**src/rtl/seg7_pkg.sv**
```systemverilog
// Shared constants for the 7-segment scanner: active-high glyphs (bit 6 = a),
// default slot length and the anode one-hot helper.
package seg7_pkg;

  localparam int DIV_DEFAULT = 100000;

  localparam logic [6:0] GLYPH_0 = 7'b1111110;
  localparam logic [6:0] GLYPH_1 = 7'b0110000;
  localparam logic [6:0] GLYPH_2 = 7'b1101101;
  localparam logic [6:0] GLYPH_3 = 7'b1111001;
  localparam logic [6:0] GLYPH_4 = 7'b0110011;
  localparam logic [6:0] GLYPH_5 = 7'b1011011;
  localparam logic [6:0] GLYPH_6 = 7'b1011111;
  localparam logic [6:0] GLYPH_7 = 7'b1110000;
  localparam logic [6:0] GLYPH_8 = 7'b1111111;
  localparam logic [6:0] GLYPH_9 = 7'b1111011;
  localparam logic [6:0] GLYPH_A = 7'b1110111;
  localparam logic [6:0] GLYPH_B = 7'b0011111;
  localparam logic [6:0] GLYPH_C = 7'b1001110;
  localparam logic [6:0] GLYPH_D = 7'b0111101;
  localparam logic [6:0] GLYPH_E = 7'b1001111;
  localparam logic [6:0] GLYPH_F = 7'b1000111;

  // Bit 'pos' of the one-hot anode vector for the digit currently selected.
  function automatic logic onehot_bit(input int unsigned sel, input int unsigned pos);
    return sel == pos;
  endfunction

endpackage

```
**src/rtl/seg7_hex_decoder.sv**
```systemverilog
// Combinational hex nibble to active-high a..g glyph; polarity is applied by the caller.
module seg7_hex_decoder
  import seg7_pkg::*;
(
  input  logic [3:0] nibble_i,
  output logic [6:0] glyph_o
);

  always_comb begin
    glyph_o = GLYPH_0;
    case (nibble_i)
      4'h0: glyph_o = GLYPH_0;
      4'h1: glyph_o = GLYPH_1;
      4'h2: glyph_o = GLYPH_2;
      4'h3: glyph_o = GLYPH_3;
      4'h4: glyph_o = GLYPH_4;
      4'h5: glyph_o = GLYPH_5;
      4'h6: glyph_o = GLYPH_6;
      4'h7: glyph_o = GLYPH_7;
      4'h8: glyph_o = GLYPH_8;
      4'h9: glyph_o = GLYPH_9;
      4'hA: glyph_o = GLYPH_A;
      4'hB: glyph_o = GLYPH_B;
      4'hC: glyph_o = GLYPH_C;
      4'hD: glyph_o = GLYPH_D;
      4'hE: glyph_o = GLYPH_E;
      default: glyph_o = GLYPH_F;
    endcase
  end

endmodule

```
**src/rtl/seg7_scan_ctrl.sv**
```systemverilog
// N-digit multiplexed 7-segment scanner with frame-atomic value snapshot,
// decimal points, leading-zero blanking, PWM brightness and selectable polarity.
module seg7_scan_ctrl
  import seg7_pkg::*;
#(
  parameter int NDIGIT     = 8,
  parameter int DIV        = DIV_DEFAULT,
  parameter int PWM_BITS   = 4,
  parameter int ACTIVE_LOW = 1
) (
  input  logic                  w_clk,
  input  logic                  w_rst,
  input  logic [4*NDIGIT-1:0]   w_din,
  input  logic [NDIGIT-1:0]     w_dp,
  input  logic                  w_blank_lz,
  input  logic [PWM_BITS-1:0]   w_bright,
  output logic [6:0]            r_sg,
  output logic                  r_dp,
  output logic [NDIGIT-1:0]     r_an,
  output logic                  r_frame
);

  localparam int CW = (DIV > 1) ? $clog2(DIV) : 1;
  localparam int DW = (NDIGIT > 1) ? $clog2(NDIGIT) : 1;
  localparam logic [CW-1:0] CNT_LAST   = CW'(DIV - 1);
  localparam logic [DW-1:0] DIGIT_LAST = DW'(NDIGIT - 1);
  localparam logic POL = (ACTIVE_LOW != 0);
  localparam logic [6:0]        SG_OFF = {7{POL}};
  localparam logic [NDIGIT-1:0] AN_OFF = {NDIGIT{POL}};

  logic [CW-1:0]        cnt_q, cnt_d;
  logic [DW-1:0]        digit_q, digit_d;
  logic [PWM_BITS-1:0]  pwm_q;
  logic [4*NDIGIT-1:0]  din_shadow_q, din_shadow_d;
  logic [NDIGIT-1:0]    dp_shadow_q, dp_shadow_d;
  logic                 frame_q, frame_d;
  logic [6:0]           sg_q, sg_d;
  logic                 dp_q, dp_d;
  logic [NDIGIT-1:0]    an_q, an_d;

  logic                 tick, last_digit, an_on;
  logic [NDIGIT-1:0]    an_onehot, lz_blank;
  logic                 zero_run;
  logic [3:0]           nib_sel;
  logic                 dp_sel, blank_sel;
  logic [6:0]           glyph;

  assign tick       = (cnt_q == CNT_LAST);
  assign last_digit = (digit_q == DIGIT_LAST);

  // Shadows reload only on the frame wrap so a frame never mixes old and new values.
  always_comb begin
    cnt_d        = cnt_q + 1'b1;
    digit_d      = digit_q;
    din_shadow_d = din_shadow_q;
    dp_shadow_d  = dp_shadow_q;
    frame_d      = 1'b0;
    if (tick) begin
      cnt_d = '0;
      if (last_digit) begin
        digit_d      = '0;
        din_shadow_d = w_din;
        dp_shadow_d  = w_dp;
        frame_d      = 1'b1;
      end else begin
        digit_d = digit_q + 1'b1;
      end
    end
  end

  for (genvar gi = 0; gi < NDIGIT; gi++) begin : g_anode
    assign an_onehot[gi] = onehot_bit(32'(digit_q), gi);
  end

  // Walk down from the top digit; digit 0 is never blanked.
  always_comb begin
    zero_run = 1'b1;
    lz_blank = '0;
    for (int i = NDIGIT - 1; i > 0; i--) begin
      zero_run    = zero_run && (din_shadow_q[4*i +: 4] == 4'h0);
      lz_blank[i] = zero_run;
    end
  end

  always_comb begin
    nib_sel   = '0;
    dp_sel    = 1'b0;
    blank_sel = 1'b0;
    for (int i = 0; i < NDIGIT; i++) begin
      if (digit_q == DW'(i)) begin
        nib_sel   = din_shadow_q[4*i +: 4];
        dp_sel    = dp_shadow_q[i];
        blank_sel = lz_blank[i];
      end
    end
  end

  seg7_hex_decoder u_dec (
    .nibble_i (nib_sel),
    .glyph_o  (glyph)
  );

  assign an_on = (pwm_q <= w_bright);

  always_comb begin
    an_d = '0;
    sg_d = '0;
    dp_d = 1'b0;
    if (an_on) begin
      an_d = an_onehot;
      dp_d = dp_sel;
      if (!(w_blank_lz && blank_sel)) begin
        sg_d = glyph;
      end
    end
  end

  always_ff @(posedge w_clk) begin
    if (w_rst) begin
      cnt_q        <= '0;
      digit_q      <= '0;
      pwm_q        <= '0;
      din_shadow_q <= '0;
      dp_shadow_q  <= '0;
      frame_q      <= 1'b0;
      sg_q         <= SG_OFF;
      dp_q         <= POL;
      an_q         <= AN_OFF;
    end else begin
      cnt_q        <= cnt_d;
      digit_q      <= digit_d;
      pwm_q        <= pwm_q + 1'b1;
      din_shadow_q <= din_shadow_d;
      dp_shadow_q  <= dp_shadow_d;
      frame_q      <= frame_d;
      sg_q         <= sg_d ^ SG_OFF;
      dp_q         <= dp_d ^ POL;
      an_q         <= an_d ^ AN_OFF;
    end
  end

  assign r_sg    = sg_q;
  assign r_dp    = dp_q;
  assign r_an    = an_q;
  assign r_frame = frame_q;

endmodule

```
**config.mk**
```make
export PLATFORM = sky130hd
export DESIGN_NAME = seg7_scan_ctrl
export DESIGN_NICKNAME = d
export VERILOG_FILES = /design/src/rtl/seg7_pkg.sv /design/src/rtl/seg7_hex_decoder.sv /design/src/rtl/seg7_scan_ctrl.sv
export SDC_FILE = /design/constraint.sdc
export NUM_CORES = 1
export LEC_CHECK = 0
export CORE_MARGIN = 4
export CORE_UTILIZATION = 42
export CTS_BUF_LIST = sky130_fd_sc_hd__clkbuf_4
export DETAILED_ROUTE_END_ITERATION = 10
export PLACE_DENSITY = 0.63
export SYNTH_ARGS = -nofsm -noshare
export SYNTH_HDL_FRONTEND = slang
export SYNTH_SLANG_ARGS = --single-unit
```
**constraint.sdc**
```tcl
create_clock -name w_clk -period 6.65 [get_ports w_clk]
set_clock_uncertainty 0.15 [all_clocks]
set_input_delay 0.665 -clock w_clk [delete_from_list [all_inputs] [get_ports w_clk]]
set_output_delay 0.665 -clock w_clk [all_outputs]
set_load 0.005 [all_outputs]
```
* Word-level counts from Yosys, hierarchy flattened
Memories as Yosys holds them, arrays and structs flattened.
Cells that the tools add are included.
** Storage, ports and cells
- ROM bits :: 112
- Memories kept :: 1
- Word-level logic and storage cells :: 73
- Bits of input ports :: 47
- Output and inout port bits :: 17
- Register bits :: 81
** Memory list
- (no name shown) :: depth 16, bits a word 7, read ports 1, clocked after memory_dff 0, write ports 0, RTL line seg7_hex_decoder.sv:11 : case (nibble_i)
** Operators by class
- Add/sub/neg operators :: 3
- Mux-type cells :: 29
- Equality and inequality tests :: 8
- Magnitude comparators :: 1
- Reductions and logical operators :: 18
- Bitwise logic cells :: 4
** Operators by type and width (count)
- $mux W4 :: 8
- $logic_not A4 Y1 :: 7
- $add A17 B1 Y17 const B :: 1
- $eq A17 B17 Y1 const B :: 1
- $mux W1 :: 17
- $mux W7 :: 2
- $eq A3 B3 Y1 const B :: 4
- $mux W8 :: 1
- $not A8 Y8 :: 1
- $logic_and A1 B1 Y1 :: 7
- $not A7 Y7 :: 1
- $eq A3 B2 Y1 const B :: 2
- $add A4 B1 Y4 const B :: 1
- $le A4 B4 Y1 :: 1
- $reduce_or A2 Y1 :: 2
- $add A3 B1 Y3 const B :: 1
- $eq A3 B1 Y1 const B :: 1
- $logic_not A3 Y1 :: 1
- $mux W3 :: 1
- $not A1 Y1 :: 2
- $reduce_and A2 Y1 :: 1

* Logic depth before layout (Yosys ltp)
Gate-level depths: netlist of the first run.
- Depth after elaboration :: 18
- Depth in mapped cells :: 15
- Mapped depth without buffers :: 12

* Modules after synthesis
Synthesis of the first run repeated with hierarchy kept, for this count alone.
** Unflattened totals
- Cells, all modules :: 471
- Area total of the unflattened synthesis :: 4340.4 um^2
** By module, submodules not included
- seg7_scan_ctrl :: area each 4052.6 um^2, seq. area each 1621.6 um^2, times used 1, cells each 438
- seg7_hex_decoder :: area each 287.8 um^2, seq. area each 0.0 um^2, times used 1, cells each 33

* Worst setup path after synthesis of the first run
No wires, ideal clock.
- Kind :: flip-flop to flip-flop
- Start point :: reg digit_q[2]
- End point :: reg sg_q[3] (netlist: r_sg[3])
- Path slack :: 3.901 ns
- Library setup time :: 0.079 ns
- Buffers on the path :: 3
- Required time :: 6.421 ns
- Arrival :: 2.520 ns
- Cell stages (with the launch flop) :: 14
- Path through :: dfxtp_1 -> buf_2 -> inv_2 -> ha_1 -> buf_2 -> clkbuf_1 -> nor2b_1 -> o31ai_1 -> a21oi_1 -> o21ai_1 -> inv_1 -> ha_1 -> o21a_1 -> o211ai_1
** On the way
- Word-level cells in the longest chain between the ends :: 13
- Elaborated cells between the ends (all ways) :: 28
- Those cells by class :: eq/ne (7); mux (17); bitwise (1); reduce/logical (2); memory (1)
** RTL lines
- from (decl) :: RTL line seg7_scan_ctrl.sv:32 : logic [DW-1:0] digit_q, digit_d;
- from (signal assigned) :: RTL line seg7_scan_ctrl.sv:131 : digit_q <= digit_d;
- $logic_not A3 Y1 :: RTL line seg7_scan_ctrl.sv:90 : if (digit_q == DW'(i)) begin
- $mux W4 (8 in series) :: RTL line seg7_scan_ctrl.sv:90
- $mem_v2 Z16 W7
- $mux W7 * :: RTL line seg7_scan_ctrl.sv:112 : if (!(w_blank_lz && blank_sel)) begin
- $mux W7 * :: RTL line seg7_scan_ctrl.sv:109 : if (an_on) begin
- $not A7 Y7 (no line) *
- to (signal assigned) :: RTL line seg7_scan_ctrl.sv:136 : sg_q <= sg_d ^ SG_OFF;
- to (decl) :: RTL line seg7_scan_ctrl.sv:37 : logic [6:0] sg_q, sg_d;
Mark *: on every way between the ends. The rest lies on a longest branch, timed or not.
A chain may end at the register's enable or synchronous reset.

* Worst setup path after layout of the first run
Same ends and word-level chain as after synthesis.

==> metrics.txt, run 1 <==
outcome=completed; Clock Root Buffer=sky130_fd_sc_hd__clkbuf_4; P_leak=0.00163 µW; largest net degree at the start of global routing=53; portion of total power attributed to sequential cells=0.572; antenna violations before repair=0; initial cell density of the core=0.437; series of cell instances along the critical path=inv_2 -> ha_1 -> nor2b_1 -> nor3_1 -> o221ai_1 -> a32oi_1 -> inv_1 -> ha_1 -> mux2_1 -> nand2_1 -> o211ai_1; worst setup path class=flop to flop; Worst Hold Margin=0.329 ns; post-synthesis cell count=433; share of the clock period used by the worst path=0.529; max incr delay on CP=0.79 ns; most frequent standard cell in the layout excluding fill and tap cells=sky130_fd_sc_hd__dfxtp_1; height of the die=104 µm; Primary FF master, synth=sky130_fd_sc_hd__dfxtp_1; aggregate global routing overflow=0; endpoint kind of the worst setup timing path=flop; maximum level of the CTS H-tree=3; clock slew seen by the registers of the worst setup and hold paths=0.12 ns; wire length of the first global-routing pass=14800 µm; Via-to-Cell Ratio=5.12; Avg WL per Cell=14.8 µm; CP Data Arrival Time=3.66 ns; area delta synth->final=20.6%; area of all placed cells without fillers=0.00466 mm²; count of clock tree sinks=81; count of unresolved DRC violations after routing=0; Worst Hold Launch=pwm_q[0]$_SDFF_PP0_; final sum of negative setup slack=0 ns; die area=0.0108 mm²; Final Routed Wirelength=8800 µm; x dimension of the die=104 µm; Post-Syn Nets=498; cell area after synthesis=0.00387 mm²; headroom to the max-slew limit=0.376; worst-path maximum fanout=21; ant diodes=0; setup-violating endpoint count in the final report=0; clk_lat worst skew=0.42 ns; vias after detailed routing=3045; Crit path top cell by count=sky130_fd_sc_hd__ha_1; category of cells accounting for the largest share of critical-path delay=flip-flops; r2r setup slk=3.13 ns; Final ANT Viol Nets=0; io pins=64; Util after Layout=0.527; number of unique standard cell types used by synthesis=55; number of detailed-route iterations in the first pass=4; worst flop-to-flop path startpoint=digit_q[2]$_SDFFE_PP0N_; count of flip-flops with a built-in enable after synthesis=0; number of nets in the layout=548; Worst Max-Slew Pin Slew=0.936 ns; smallest setup slack after layout=3.13 ns; via count of the first global-routing pass=3019; share of post-route cells with drive strength above 1=0.0493; total track usage=0.166; peak supply drop=0.0895 mV; sequential cell area fraction in the yosys report=0.419; Fmax achieved=284 MHz; worst slack at placement=3.19 ns; fraction of synthesis flops using an asynchronous set or reset pin=0; total of fill cells in the finished design=850; buffers added on ports=63; total cell area at the placement stage=0.00451 mm²; sort of element at the start of the critical path=flop; FF-to-FF path depth=11; setup repair after global routing missed its margin=false; mean instance size in the synthesized netlist=8.93 µm²; drt initial violations=271; final critical delay including setup and external delays=3.52 ns; number of synthesized register bits=81; total count of hold-check failures in the final report=0; most frequent cells in the layout=sky130_fd_sc_hd__dfxtp_1, sky130_fd_sc_hd__nor2_1, sky130_fd_sc_hd__clkdlybuf4s50_1; HPWL reported at the end of detailed placement=6410 µm; synth warn=0; worst reg2reg endpoint=r_sg[3]$_SDFF_PP1_; number of cell rows=34; Core Footprint=0.00885 mm²; dominant cell type by area after synthesis=sky130_fd_sc_hd__dfxtp_1; clk buf depth=2; required time of the worst setup path=6.79 ns; area share of the largest cell type after synthesis=0.419; Clock power frac=0.358; Hold Crit Endpoint=pwm_q[0]$_SDFF_PP0_; CP max stage cell=sky130_fd_sc_hd__dfxtp_1; final weighted congestion in routability-driven placement=0.843; flip-flop and latch area=0.00162 mm²; setup repair bufs after CTS=0; Hold Path Stages=1; post-CTS sizing=0; clock tree from TritonCTS=built; Num CTS Buffers=9; Int Power=679 µW; hold bufs inserted after CTS=0; net switching power=188 µW; footprint of the multi-input gates=0.00204 mm²; Gate power share=0.069; power density relative to cell area=186 mW/mm²; final count of pins violating max slew=0; leading cell types by total area after synthesis=sky130_fd_sc_hd__dfxtp_1, sky130_fd_sc_hd__mux2i_1, sky130_fd_sc_hd__nor2_1, sky130_fd_sc_hd__ha_1, sky130_fd_sc_hd__nand2_1; Buffers & Inverters on Critical Path=2; Hold WC Path Type=flop to flop; Switching Fraction=0.217; max_cap viols=0
[registers in the layout, indices dropped and copies added (netlist names)]
register	flops
din_shadow_q	32
cnt_q	17
dp_shadow_q	8
r_an	8
r_sg	7
pwm_q	4
digit_q	3
r_dp	1
r_frame	1
[layout make-up]
cell class                 instances  area share
clock inverter                     6      0.0180
clock buffer                       9      0.0145
inverter                          20      0.0161
multi-input combinational        306       0.438
timing repair buffer              65       0.137
sequential                        81       0.348
tap                              108      0.0290
[power groups by stage]
stage               combinational (µW)  sequential, µW  clock, µW
floorplan                         19.8             507          0
global placement                  59.9             507          0
detailed placement                60.7             507          0
CTS                               60.9             496        324
global route                      65.8             498        346
finish                            60.0             496        311
[Yosys cell counts (2+ instances only)]
library cell               count
sky130_fd_sc_hd__buf_1         2
sky130_fd_sc_hd__o21ai_1       4
sky130_fd_sc_hd__nand4_1       6
sky130_fd_sc_hd__and3_1        4
sky130_fd_sc_hd__buf_2         8
sky130_fd_sc_hd__and3b_1       2
sky130_fd_sc_hd__xor2_1       12
sky130_fd_sc_hd__inv_2         2
sky130_fd_sc_hd__a211oi_1      4
sky130_fd_sc_hd__nor3_1        5
sky130_fd_sc_hd__o21ai_0       9
sky130_fd_sc_hd__o221ai_1      4
sky130_fd_sc_hd__dfxtp_1      81
sky130_fd_sc_hd__buf_4         4
sky130_fd_sc_hd__nand3b_1      4
sky130_fd_sc_hd__nor3b_1       4
sky130_fd_sc_hd__mux2i_1      46
sky130_fd_sc_hd__nor4_1        6
sky130_fd_sc_hd__a221oi_1      2
sky130_fd_sc_hd__and2_1        3
sky130_fd_sc_hd__nand2_1      32
sky130_fd_sc_hd__nand3_1      15
sky130_fd_sc_hd__nor2b_1       7
sky130_fd_sc_hd__ha_1         18
sky130_fd_sc_hd__nor4b_1       2
sky130_fd_sc_hd__clkbuf_1     11
sky130_fd_sc_hd__nor2_1       74
sky130_fd_sc_hd__o211ai_1      2
sky130_fd_sc_hd__xnor2_1       5
sky130_fd_sc_hd__inv_1        17
sky130_fd_sc_hd__a21oi_1      14
[kinds of logic after synthesis]
kind of cell,count (synthesis),share of synthesized area
xor gates and xnor gates,17,0.0385
buffers and inverters,46,0.0531
AOI/OAI and AO/OA,53,0.0951
and+or+nand+nor,170,0.211
DFF,81,0.419
adders and majority gates,18,0.0582
muxes,48,0.125
[metrics by stage]
step	std cells	total power, µW
final	595	867
after global routing	595	910
after CTS	595	881
after detailed placement	580	568
after global placement	580	567
after floorplan	433	527
[per-layer routing]
layer	up-vias	global-route usage	wire length [µm]
met5	-	0	0
met4	0	0.0570	62
met3	6	0.0304	380
met2	72	0.233	3740
met1	1378	0.251	4620
li1	1589	-	-
[worst reg2reg max path, stage by stage, from the launching register on]
cell	delay [ns]
sky130_fd_sc_hd__dfxtp_1	0.79
sky130_fd_sc_hd__inv_2	0.19
sky130_fd_sc_hd__ha_1	0.44
sky130_fd_sc_hd__nor2b_1	0.22
sky130_fd_sc_hd__nor3_1	0.13
sky130_fd_sc_hd__o221ai_1	0.14
sky130_fd_sc_hd__a32oi_1	0.45
sky130_fd_sc_hd__inv_1	0.19
sky130_fd_sc_hd__ha_1	0.26
sky130_fd_sc_hd__mux2_1	0.29
sky130_fd_sc_hd__nand2_1	0.07
sky130_fd_sc_hd__o211ai_1	0.09
[worst max path at each step]
stage | start | endpoint | slack, ns | depth (start not counted)
2_1_floorplan | digit_q[2]$_SDFFE_PP0N_ | r_sg[3]$_SDFF_PP1_ | 3.90 | 13
3_5_place_dp | digit_q[2]$_SDFFE_PP0N_ | r_sg[3]$_SDFF_PP1_ | 3.19 | 11
3_3_place_gp | digit_q[2]$_SDFFE_PP0N_ | r_sg[3]$_SDFF_PP1_ | 3.30 | 7
4_1_cts | digit_q[2]$_SDFFE_PP0N_ | r_sg[3]$_SDFF_PP1_ | 3.15 | 11
5_1_grt | digit_q[2]$_SDFFE_PP0N_ | r_sg[3]$_SDFF_PP1_ | 2.78 | 11
6_report | digit_q[2]$_SDFFE_PP0N_ | r_sg[3]$_SDFF_PP1_ | 3.13 | 11
No activity file was read; power rests on OpenSTA's default activity.
==> run 2, diff against run 1 <==
- PLACE_DENSITY: 0.63 -> 0.66
- clock period: 6.65 -> 3 ns (I/O delays scaled with it)
==> metrics.txt, run 2 (synthesis gave the netlist of run 1 again) <==
portion of total power attributed to sequential cells=0.592; worst-path maximum fanout=13; Via-to-Cell Ratio=5.17; CP Data Arrival Time=3.01 ns; area delta synth->final=23.4%; clock tree from TritonCTS=built; setup-violating endpoint count in the final report=0; worst slack at placement=0.102 ns; number of cell rows=34; clk_lat worst skew=0.43 ns; P_leak=0.00169 µW; share of post-route cells with drive strength above 1=0.0778; final count of pins violating max slew=0; flip-flop and latch area=0.00162 mm²; power density relative to cell area=390 mW/mm²; Clock Root Buffer=sky130_fd_sc_hd__clkbuf_4; setup repair after global routing missed its margin=false; total of fill cells in the finished design=838; Final Routed Wirelength=8560 µm; x dimension of the die=104 µm; most frequent standard cell in the layout excluding fill and tap cells=sky130_fd_sc_hd__dfxtp_1; count of clock tree sinks=81; buffers added on ports=63; count of unresolved DRC violations after routing=0; net switching power=422 µW; final weighted congestion in routability-driven placement=0.867; area of all placed cells without fillers=0.00477 mm²; HPWL reported at the end of detailed placement=6420 µm; outcome=completed; height of the die=104 µm; Clock power frac=0.335; smallest setup slack after layout=0.216 ns; Fmax achieved=359 MHz; largest register by flop count=din_shadow_q; Final ANT Viol Nets=0; most frequent cells in the layout=sky130_fd_sc_hd__dfxtp_1, sky130_fd_sc_hd__nor2_1, sky130_fd_sc_hd__clkdlybuf4s50_1; required time of the worst setup path=3.22 ns; Avg WL per Cell=14.0 µm; via count of the first global-routing pass=3019; maximum level of the CTS H-tree=3; clk buf depth=2; Gate power share=0.074; setup repair bufs after CTS=0; Switching Fraction=0.227; largest net degree at the start of global routing=38; Hold WC Path Type=input pin to flop; Core Footprint=0.00885 mm²; total count of hold-check failures in the final report=0; vias after detailed routing=3155; endpoint kind of the worst setup timing path=flop; headroom to the max-slew limit=0.646; total track usage=0.161; io pins=64; share of the clock period used by the worst path=0.928; flip-flop count of the largest register, all copies and words added=32; die area=0.0108 mm²; footprint of the multi-input gates=0.00205 mm²; largest registers=din_shadow_q (32), cnt_q (17); aggregate global routing overflow=0; total cell area at the placement stage=0.00463 mm²; wire length of the first global-routing pass=14400 µm; worst setup path class=flop to flop; drt initial violations=189; clock slew seen by the registers of the worst setup and hold paths=0.13 ns; Num CTS Buffers=9; number of detailed-route iterations in the first pass=4; sort of element at the start of the critical path=flop; antenna violations before repair=1; max_cap viols=0; Worst Max-Slew Pin Slew=0.527 ns; final sum of negative setup slack=0 ns; final critical delay including setup and external delays=2.78 ns; number of nets in the layout=561; initial cell density of the core=0.437; Int Power=1440 µW; peak supply drop=0.252 mV
[run 2: changes by cell type in the layout (fill, tap and decap cells not counted)]
cell	before	now
sky130_fd_sc_hd__buf_12	0	1
sky130_fd_sc_hd__nand2_1	32	31
sky130_fd_sc_hd__buf_4	2	14
sky130_fd_sc_hd__clkbuf_4	9	10
sky130_fd_sc_hd__clkinvlp_4	2	1
sky130_fd_sc_hd__ha_1	18	16
sky130_fd_sc_hd__clkdlybuf4s50_1	62	63
sky130_fd_sc_hd__diode_2	0	1
sky130_fd_sc_hd__clkinv_4	0	1
sky130_fd_sc_hd__ha_2	0	2
sky130_fd_sc_hd__nand2_2	0	1
sky130_fd_sc_hd__buf_2	1	0
sky130_fd_sc_hd__bufinv_16	2	1
sky130_fd_sc_hd__clkinv_1	2	3
[run 2: final cells by class]
cell class,instances,share of cell area
clock inverter,6,0.0123
sequential,81,0.340
timing repair buffer,78,0.158
tap,108,0.0283
clock buffer,10,0.0157
antenna,1,0.000524
multi-input combinational,306,0.429
inverter,20,0.0157
[run 2: layer usage]
metal | GRT usage | vias to the layer above | routed length (µm) | part of all wire
li1 | - | 1616 | - | -
met1 | 0.224 | 1451 | 4230 | 0.49
met2 | 0.238 | 74 | 3710 | 0.43
met5 | 0 | - | 0 | 0
met4 | 0.0760 | 0 | 187 | 0.022
met3 | 0.0329 | 14 | 432 | 0.050
[run 2: metrics by stage]
| stage | total power, µW | std cells | utilization | hold WS [ns] |
|---|---|---|---|---|
| finish | 1860 | 610 | 0.539 | 0.311 |
| global placement | 1260 | 593 | 0.523 | 0.298 |
| detailed placement | 1260 | 593 | 0.523 | 0.315 |
| floorplan | 1170 | 433 | - | 0.280 |
| global route | 1940 | 610 | 0.539 | 0.315 |
| CTS | 1890 | 609 | 0.538 | 0.298 |
[run 2: what timing repair did]
action	in CTS	in global routing
hold buffers	0	0
endpoints found under the setup margin	0	5
hold endpoints to repair	0	0
gates resized for setup	0	3
[run 2: worst paths after layout]
| kind | from | to | slack (ns) | cells past startpoint |
|---|---|---|---|---|
| setup / recovery | digit_q[0]$_SDFFE_PP0N_ | r_sg[6]$_SDFF_PP1_ | 0.22 | 9 |
| hold / removal | w_din[15] | din_shadow_q[15]$_SDFFE_PP0P_ | 0.31 | 3 |
| setup reg to reg | digit_q[0]$_SDFFE_PP0N_ | r_sg[6]$_SDFF_PP1_ | 0.22 | 9 |
| hold reg to reg | cnt_q[0]$_SDFF_PP0_ | cnt_q[0]$_SDFF_PP0_ | 0.34 | 1 |
[run 2: power by group through the flow]
stage | logic [µW] | clock network (µW) | registers (µW)
floorplan | 43.8 | 0 | 1120
global placement | 137 | 0 | 1120
global route | 149 | 684 | 1100
finish | 137 | 622 | 1100
detailed placement | 139 | 0 | 1120
CTS | 139 | 646 | 1100
[run 2: worst max-delay path, stage by stage (launching register included)]
cell,delay (ns)
sky130_fd_sc_hd__dfxtp_1,0.37
sky130_fd_sc_hd__inv_1,0.10
sky130_fd_sc_hd__ha_1,0.41
sky130_fd_sc_hd__buf_4,0.22
sky130_fd_sc_hd__a21oi_1,0.04
sky130_fd_sc_hd__a2111oi_0,0.51
sky130_fd_sc_hd__o2111ai_1,0.24
sky130_fd_sc_hd__nand2_2,0.25
sky130_fd_sc_hd__mux2_2,0.36
sky130_fd_sc_hd__nand4_1,0.08
